===== config.mk =====
export PLATFORM = sky130hd
export DESIGN_NAME = alu_control_muldiv
export DESIGN_NICKNAME = d
export VERILOG_FILES = /design/src/rtl/alu_control_muldiv.sv
export SDC_FILE = /design/constraint.sdc
export NUM_CORES = 1
export LEC_CHECK = 0
export CORE_MARGIN = 5
export CORE_UTILIZATION = 40
export DETAILED_ROUTE_END_ITERATION = 8
export MAX_ROUTING_LAYER = met4
export PLACE_DENSITY = 0.68
export SLEW_MARGIN = 25
export SYNTH_ARGS = -nofsm -noshare
export SYNTH_HDL_FRONTEND = slang
export SYNTH_SLANG_ARGS = --single-unit

===== constraint.sdc =====
create_clock -name clk -period 1.86 [get_ports clk]
set_input_delay 0.186 -clock clk [delete_from_list [all_inputs] [get_ports clk]]
set_output_delay 0.186 -clock clk [all_outputs]
set_load 0.05 [all_outputs]

===== src/rtl/alu_control_muldiv.sv =====
// ALU control decode for the EX stage plus sequencing of the iterative
// multiply/divide unit (HI/LO) with hazard stalls.
//
// Ports:
//   clk, reset          rising-edge clock, asynchronous active-high reset
//   valid_i             EX stage holds a real instruction
//   alu_op_i            ALUOp from main control (3 bits)
//   alu_function_i      instruction funct field (6 bits)
//   alu_operation_o     decoded ALU operation code (combinational)
//   illegal_o           valid selector not found in the decode table
//   muldiv_start_o      one-cycle launch pulse for the mul/div unit
//   muldiv_op_o         op code of the in-flight (or last) mul/div
//   muldiv_busy_o       unit computing
//   muldiv_done_o       pulse on the last busy cycle
//   stall_o             freeze IF/ID/EX; ALU result must not be written
module alu_control_muldiv #(
    parameter int         MULDIV_LATENCY = 32,
    parameter logic [3:0] DEFAULT_OP     = 4'b1001
) (
    input  logic       clk,
    input  logic       reset,
    input  logic       valid_i,
    input  logic [2:0] alu_op_i,
    input  logic [5:0] alu_function_i,
    output logic [3:0] alu_operation_o,
    output logic       illegal_o,
    output logic       muldiv_start_o,
    output logic [3:0] muldiv_op_o,
    output logic       muldiv_busy_o,
    output logic       muldiv_done_o,
    output logic       stall_o
);

    localparam int CW = $clog2(MULDIV_LATENCY + 1);

    typedef enum logic {
        IDLE,
        BUSY
    } state_t;

    state_t        state;
    state_t        state_n;
    logic [CW-1:0] cnt;
    logic [CW-1:0] cnt_n;
    logic [3:0]    op_n;
    logic          hit;
    logic          is_md;
    logic          is_mf;

    // Decode table; the low-order funct bits are don't-cares for I-type ops.
    always_comb begin
        alu_operation_o = DEFAULT_OP;
        hit             = 1'b1;
        casez ({alu_op_i, alu_function_i})
            9'b111_100000: alu_operation_o = 4'b0011;
            9'b111_100010: alu_operation_o = 4'b0101;
            9'b111_100100: alu_operation_o = 4'b0110;
            9'b111_100101: alu_operation_o = 4'b0001;
            9'b111_101010: alu_operation_o = 4'b0111;
            9'b111_000000: alu_operation_o = 4'b0010;
            9'b111_000010: alu_operation_o = 4'b0100;
            9'b111_011000: alu_operation_o = 4'b1010;
            9'b111_011001: alu_operation_o = 4'b1011;
            9'b111_011010: alu_operation_o = 4'b1100;
            9'b111_011011: alu_operation_o = 4'b1101;
            9'b111_010000: alu_operation_o = 4'b1110;
            9'b111_010010: alu_operation_o = 4'b1111;
            9'b100_??????: alu_operation_o = 4'b0011;
            9'b000_??????: alu_operation_o = 4'b0000;
            9'b001_??????: alu_operation_o = 4'b0001;
            default:       hit = 1'b0;
        endcase
    end

    // hit gating keeps a DEFAULT_OP override from aliasing a mul/div code.
    assign illegal_o = valid_i & ~hit;
    assign is_md = valid_i & hit &
                   (alu_operation_o inside {[4'b1010:4'b1101]});
    assign is_mf = valid_i & hit &
                   (alu_operation_o inside {4'b1110, 4'b1111});

    assign muldiv_busy_o  = (state == BUSY);
    assign muldiv_done_o  = muldiv_busy_o & (cnt == CW'(1));
    assign stall_o        = muldiv_busy_o & (is_md | is_mf);
    // No launch while reset is held, even though the state reads IDLE.
    assign muldiv_start_o = ~muldiv_busy_o & is_md & ~reset;

    always_comb begin
        state_n = state;
        cnt_n   = cnt;
        op_n    = muldiv_op_o;
        unique case (state)
            IDLE: begin
                if (is_md) begin
                    state_n = BUSY;
                    cnt_n   = CW'(MULDIV_LATENCY);
                    op_n    = alu_operation_o;
                end
            end
            BUSY: begin
                if (cnt == CW'(1)) begin
                    state_n = IDLE;
                    cnt_n   = '0;
                end else begin
                    cnt_n = cnt - CW'(1);
                end
            end
            default: state_n = IDLE;
        endcase
    end

    always_ff @(posedge clk or posedge reset) begin
        if (reset) begin
            state       <= IDLE;
            cnt         <= '0;
            muldiv_op_o <= 4'b0000;
        end else begin
            state       <= state_n;
            cnt         <= cnt_n;
            muldiv_op_o <= op_n;
        end
    end

endmodule


**After elaboration in Yosys (flattened, before gate mapping)**

Index checks and enable logic that the tools add are counted.

- Reductions and logical operators: 7
- Magnitude comparators: 2
- Multiplexer cells: 8
- Bitwise operators: 12
- Equality and inequality tests: 19
- $add $sub $neg: 1

Operator list:

| kind | number |
|---|---|
| $eq 9x9->1 const B | 13 |
| $pmux 4 s14 | 1 |
| $reduce_or 16->1 | 1 |
| $mux 6 | 2 |
| $pmux 6 s2 | 1 |
| $and 1x1->1 | 8 |
| $eq 4x4->1 const B | 2 |
| $eq 6x1->1 const B | 1 |
| $sub 6x1->6 const B | 1 |
| $ge 4x4->1 const B | 1 |
| $le 4x4->1 const B | 1 |
| $reduce_or 2->1 | 2 |
| $eq 3x1->1 const B | 1 |
| $eq 3x3->1 const B | 1 |
| $logic_not 3->1 | 1 |
| $mux 1 | 3 |
| $not 1->1 | 3 |
| $ne 2x2->1 const B | 1 |
| $pmux 1 s2 | 1 |
| $reduce_and 2->1 | 1 |
| $reduce_bool 2->1 | 1 |
| $logic_and 1x1->1 | 1 |
| $or 1x1->1 | 1 |

- Input port bits: 12
- Register bits after elaboration: 11
- Word-level logic and storage cells: 52

**Depth between registers and ports, before layout**

Gate-level depths: netlist of run 1.

- Depth after elaboration: 8
- Mapped depth: 8

**Worst setup path after synthesis of run 1**

OpenSTA, ideal clock, no wires.

- Path type: input-to-output
- Start point: input alu_function_i[4]
- End point: output muldiv_start_o
- Path buffers: 1
- Setup slack: -0.239 ns
- Cell stages on the path: 7
- Arrival: 1.913 ns
- Path through: buf_6 -> nor3b_4 -> and4_4 -> a22oi_2 -> nand2_2 -> a21oi_2 -> and3_1

- Word-level cells in the longest chain between the ends: 8

RTL lines:

| what | RTL line | RTL |
|---|---|---|
| start, declared | 24 | `input logic [5:0] alu_function_i,` |
| $eq 9x9->1 | 54 | `casez ({alu_op_i, alu_function_i})` |
| $reduce_or 2->1 (no line) | -- |  |
| $pmux 4 s14 * | 54 |  |
| named net alu_operation_o[1] | 25 | `output logic [3:0] alu_operation_o,` |
| $ge 4x4->1 / $le 4x4->1 (equally long branches) | 78 | `(alu_operation_o inside {[4'b1010:4'b1101]});` |
| $logic_and 1x1->1 * | 78 |  |
| $and 1x1->1 * | 77 | `assign is_md = valid_i & hit &` |
| $and 1x1->1 * (2 in series) | 86 | `assign muldiv_start_o = ~muldiv_busy_o & is_md & ~reset;` |
| end, declared | 27 | `output logic muldiv_start_o,` |

Mark *: on every way through the listed nets, which the timed path passes. The rest lies on a longest branch.

**Worst setup path in the final report of run 1**

- Start point: input alu_function_i[0]
- End point: output alu_operation_o[3]

- Word-level cells in the longest chain between the ends: 3

RTL lines:

| what | RTL line |
|---|---|
| $eq 9x9->1 | 54 |
| $reduce_or 2->1 (no line) | -- |
| $pmux 4 s14 * | 54 |
| end, declared | 25 |

Mark *: on every way between the ends. The rest lies on a longest branch, timed or not.

==> results of run 1 <==
[cells in the mapped netlist (2+ instances only)]
master	count
nand4_1	4
dfrtp_1	11
ha_1	2
a211o_1	2
nand2b_1	5
nor3_1	5
buf_6	2
buf_4	2
a21oi_1	4
nand2_2	2
and3_1	3
nand3_1	2
o22ai_1	4
nor2_1	7
nand2_1	6
a21oi_2	2
o21ai_1	2
inv_1	9
a31oi_1	2
o21ai_0	2
nor3b_1	2
xnor2_1	3
[worst min-delay path by stage]
stage                     endpoint  slack, ns      startpoint  cells after the start
floorplan                   cnt[0]       0.04           reset                      1
global placement    muldiv_op_o[3]       0.45  muldiv_op_o[3]                      1
detailed placement  muldiv_op_o[3]       0.46  muldiv_op_o[3]                      1
global route                cnt[0]       0.29           reset                      3
CTS                 muldiv_op_o[1]       0.27           reset                      3
finish                      cnt[3]       0.25           reset                      3
[power groups by stage]
stage | Clock, mW | Combinational [mW] | Sequential (mW)
finish | 0.165 | 0.697 | 0.436
global placement | 0 | 0.666 | 0.437
floorplan | 0 | 0.387 | 0.514
CTS | 0.171 | 0.700 | 0.435
detailed placement | 0 | 0.686 | 0.439
global route | 0.180 | 0.755 | 0.453
[layout by cell type, fill, tap and decap left out, types with 5 or more instances in the layout]
master	n
clkbuf_2	6
nand2b_1	5
nor3_1	5
buf_12	8
clkdlybuf4s50_1	6
buf_4	38
nand2_1	6
nor2_1	6
inv_1	8
dfrtp_1	11
[sequential cells by signal, indices dropped and copies added, names as in the netlist]
signal / count
muldiv_op_o: 4
muldiv_busy_o: 1
cnt: 6
[metal layers]
metal	vias to the layer above	GRT usage, %
li1	524	-
met1	498	18.2
met2	33	31.7
met3	8	1.96
met4	0	10.7
met5	-	-
[final cells by class]
type                            instances  area [um^2]  area share, %
Timing Repair Buffer                   63          578           35.0
Clock buffer                            4         26.3           1.59
Inverter                                9         33.8           2.05
Multi-Input combinational cell         85          703           42.6
Sequential cell                        11          275           16.7
Tap cell                               28         35.0           2.12
[per-stage QoR]
| step | instance area, um^2 | worst slack [ns] | TNS (ns) |
|---|---|---|---|
| 2_1_floorplan | 1010 | -0.119 | -0.216 |
| 3_3_place_gp | 1520 | -0.354 | -3.70 |
| 3_5_place_dp | 1520 | -0.349 | -3.93 |
| 4_1_cts | 1660 | 0.0128 | 0 |
| 5_1_grt | 1650 | -0.0182 | -0.0182 |
| 6_report | 1650 | 0.0364 | 0 |
[logic make-up (layout without fill, tap and decap cells)]
kind of cell / count (synthesis) / in the layout / share of synthesized area [%]
adders and majority gates: 2 / 2 / 2.58
xor gates and xnor gates: 4 / 4 / 3.61
and+or+nand+nor: 50 / 50 / 32.2
DFF: 11 / 11 / 28.4
AOI/OAI and AO/OA: 28 / 28 / 23.8
buffers and inverters: 14 / 76 / 7.86
muxes: 1 / 1 / 1.55
[worst max-delay path: stages]
cell and delay [ns]:
clkdlybuf4s15_1 0.22, buf_4 0.18, nand2b_1 0.18, o31a_4 0.38
inv_2 0.07, nor2_2 0.04, a31o_2 0.24, buf_12 0.15
[what timing repair did]
action | CTS | global route
pin swaps | 13 | 13
gates resized for setup | 28 | 16
endpoints found under the hold margin | 0 | 0
setup endpoints to repair | 8 | 5
buffers inserted | 9 | 3
==> flow_summary.yaml, run 1 <==
status:
  status: "completed"
detailed_routing:
  wl_met2_mm: 1.51
  final_antenna_net_count: 0
  drt-total-wl_mm: 2.82
  met3_length_um: 145
  vias: 1063
  drt_iter0_drc: 34
  first_pass_iters: 4
  wl_per_cell_um: 14.1
  highest-signal-layer: "met4"
  drc: 0
  wl_met1_mm: 1.07
  viasPerCell: 5.32
clock_network:
  clock_sinks: 11
  clk_pin_slew_worst_paths_ns: 0.07
  numCtsBuffers: 3
  clock_path_buffers: 2
  cts_tree: "built"
  clk_latency_ns: 0.27
  h-tree-depth: 1
  hold_buffers: 0
  root_buffer: "clkbuf_4"
final_layout:
  fillers: 199
  antenna_cells: 0
  final_cells: 200
  fin_util_pct: 73.3
  layout-drive-gt1-share_pct: 50.6
  finalNetCount: 187
  area_growth_pct: 70.1
worst_setup_path:
  path_max_fanout: 6
  end_kind: "output port"
  r2r-end: "cnt[4]"
  worst_r2r_path_depth: 6
  path_class: "primary input to output port"
  reg2reg_from: "cnt[2]"
  cp-start-kind: "primary input"
  cp.arrival_ns: 1.64
  rrSetupSlack_ns: 0.38
  crit_start: "alu_function_i[0]"
  required_ns: 1.67
  endpoint: "alu_operation_o[3]"
floorplan:
  core_region_area_um2: 2250
  fp.dieW_um: 59.3
  fp.dieH_um: 59.3
  die-area_um2: 3510
  rows: 17
  io_pins: 25
  initial_core_util_pct: 43.1
grt:
  grt_max_degree: 12
  grt_pass1_wl_mm: 4.63
  antenna_found_initial: 0
  gr-total-overflow: 0
  grtUsageTotal_pct: 17.7
  grt_pass1_vias: 1074
timing:
  worstMarginPinSlew_ns: 0.494
  slew_headroom_pct: 66.9
  hold_ws_ns: 0.252
  post-route-period-util_pct: 98.0
  fmax_mhz: 548
  drv_slew: 0
  post-route-min-period_ns: 1.82
  hold_viol_final: 0
  setup_viol: 0
  skew_ns: 0.00720
synth:
  synth_edf_count: 0
  syn_avg_cell_area_um2: 8.83
  yosysUniqueCellTypes: 49
  synth_flop_cell: "dfrtp_1"
  synthesis.area_um2: 971
  synth_seq_area_share_pct: 28.4
  synth_nets: 124
  synth_top_cell_area_share_pct: 28.4
  yosys.area.top_type: "dfrtp_1"
  yosys-top-cells-area: "dfrtp_1 (28%), inv_1 (3.5%), nand2b_1 (3.2%)"
  synth_seq_cells: 11
  syn_inst: 110
  ys_async_sr_fraction_pct: 100
  ys_warn_count: 0
pwr:
  p_seq_share_pct: 33.6
  comb_power_share_pct: 53.7
  ir_drop_mv: 0.608
  clock_power_share_pct: 12.7
  leakage_nw: 0.757
  switching_share_pct: 44.3
  power.switching_mw: 0.574
  p_per_area_nw_per_um2: 786
  power_mw: 1.30
  p_int_mw: 0.723
placed_design:
  gp_congestion: 0.872
  port_buffers: 24
  dp.cells: 184
  dpl.hpwl_mm: 2.09
min_path:
  hold_path.class: "primary input to asynchronous set/reset pin"
run:
  maxCapViolations: 0
Note: power is estimated with default switching activity, not from simulation.
==> run 2, diff against run 1 <==
- CORE_UTILIZATION: 40 -> 48
- PLACE_DENSITY: 0.68 -> 0.79
==> run 2 against run 1 <==
The run now ends with setup timing left. Non-clock buffer count fell by 12. Clock skew fell by 0.0060 ns. Die area fell by 14%. Via count rose by 2.2%. Cell area fell by 3.6%. Core utilization rose by 8.8 points. Register-to-register slack got worse by 0.10 ns. Clock power barely moved. Power rose by 3.3%. Global-route usage rose by 4.5 points. Critical path type unchanged.
==> flow_summary.yaml, run 2 (same netlist as run 1, synthesis figures left out) <==
placed_design:
  dp_worst_setup_slack_ns: -0.412
  gp_congestion: 0.881
  dpl.hpwl_mm: 2.14
  port_buffers: 24
worst_setup_path:
  path_class: "primary input to output port"
  critPathBufInv: 3
  slowest_stage: "a211o_1"
  worstPathCellList: "dlygate4sd2_1, buf_6, nor2_4, xnor2_2, o22ai_2, a211o_1, nor2_2, and2_4, buf_12"
  cpLargestDelayFamily: "buffers and inverters"
  path_max_fanout: 8
  cp.arrival_ns: 1.68
  end_kind: "output port"
  cp-start-kind: "primary input"
  required_ns: 1.67
  cpPeakStageDelay_ns: 0.29
floorplan:
  fp.dieW_um: 55.0
  io_pins: 25
  rows: 16
  initial_core_util_pct: 50.0
  fp.dieH_um: 55.0
  core_region_area_um2: 1940
  die-area_um2: 3020
timing:
  fmax_mhz: 535
  hold_viol_final: 0
  drv_slew: 0
  skew_ns: 0.00116
  setup_viol: 2
  slew_headroom_pct: 66.6
  post-route-min-period_ns: 1.87
  post-route-period-util_pct: 100
  setup_ws_ns: -0.00928
  worstMarginPinSlew_ns: 0.500
clock_network:
  numCtsBuffers: 3
  hold_buffers: 0
  clk_latency_ns: 0.27
  root_buffer: "clkbuf_4"
  clock_path_buffers: 2
  h-tree-depth: 1
  clock_sinks: 11
  cts_tree: "built"
  clk_pin_slew_worst_paths_ns: 0.07
grt:
  grtUsageTotal_pct: 22.2
  grt_pass1_vias: 1012
  gr-total-overflow: 0
  grt_pass1_wl_mm: 4.62
  antenna_found_initial: 0
  grt_max_degree: 12
detailed_routing:
  final_antenna_net_count: 0
  vias: 1086
  viasPerCell: 5.81
  drc: 0
  drt-total-wl_mm: 3.25
  wl_per_cell_um: 17.4
  drt_iter0_drc: 30
  first_pass_iters: 4
pwr:
  ir_drop_mv: 1.03
  power_mw: 1.34
  p_per_area_nw_per_um2: 841
  leakage_nw: 0.724
final_layout:
  final_cell_mix: "buf_4 (24), dfrtp_1 (11), inv_1 (9)"
  largest_register: "cnt"
  area_growth_pct: 64.0
  largest_register_ffs: 6
  mostFrequentLayoutCell: "buf_4"
  fillers: 119
  layout-drive-gt1-share_pct: 48.8
  antenna_cells: 0
  finalNetCount: 175
  fin_util_pct: 82.0
min_path:
  hold_path.class: "primary input to asynchronous set/reset pin"
status:
  violations: "setup timing"
  status: "finished, violations left"
run:
  maxCapViolations: 0
-- run 2: stage by stage --
| stage | hold WS [ns] | std cells | setup TNS, ns | area [um^2] |
|---|---|---|---|---|
| 2_1_floorplan | 0.0436 | 110 | -0.216 | 1010 |
| 5_1_grt | 0.287 | 187 | -0.135 | 1590 |
| 3_3_place_gp | 0.452 | 178 | -3.02 | 1480 |
| 3_5_place_dp | 0.466 | 178 | -4.39 | 1480 |
| 6_report | 0.279 | 187 | -0.0155 | 1590 |
| 4_1_cts | 0.251 | 183 | 0 | 1550 |
-- run 2: layer usage --
layer	part of all wire (%)	vias up	global-route usage, %
met5	0	-	-
met4	0.92	0	3.64
met3	5.6	4	6.70
met2	51	41	36.8
met1	43	534	26.9
li1	-	507	-
-- run 2: repair_timing --
item / 4_1_cts / 5_1_grt
gates resized for setup: 29 / 19
buffers inserted: 1 / 4
pin swaps: 9 / 11
setup endpoints to repair: 8 / 5
cloned: 0 / 0
-- run 2: worst paths after layout --
kind / startpoint / end / slack [ns] / depth (start not counted)
min in group clk: muldiv_op_o[3] / muldiv_op_o[3] / 0.48 / 1
hold / removal: reset / muldiv_op_o[2] / 0.28 / 3
hold reg to reg: muldiv_op_o[3] / muldiv_op_o[3] / 0.48 / 1
setup / recovery: alu_function_i[0] / illegal_o / -0.009 / 9
setup reg to reg: cnt[1] / cnt[4] / 0.28 / 8
max in group asynchronous: reset / cnt[2] / 1.43 / 3
-- run 2: cell type report --
cell class | instances | area (um^2) | share of cell area (%)
timing repair buffer | 51 | 494 | 31.0
clock buffer | 3 | 22.5 | 1.41
tap | 27 | 33.8 | 2.12
inverter | 9 | 33.8 | 2.12
multi-input combinational | 85 | 728 | 45.7
clock inverter | 1 | 5.00 | 0.314
sequential | 11 | 275 | 17.3
-- run 2: power breakdown --
part	internal [mW]	switching, mW	total, mW
Sequential	0.333	0.119	0.451
Clock	0.0797	0.0873	0.167
Combinational	0.309	0.413	0.722
Total	0.721	0.619	1.34
-- run 2: worst register-to-register path, delay by kind of cell (launching register included) --
kind / cells / cell delay (ns)
flops: 1 / 0.41
simple gates: 4 / 0.45
fa+ha+maj: 1 / 0.19
compound gates: 2 / 0.29
buf+inv: 1 / 0.12
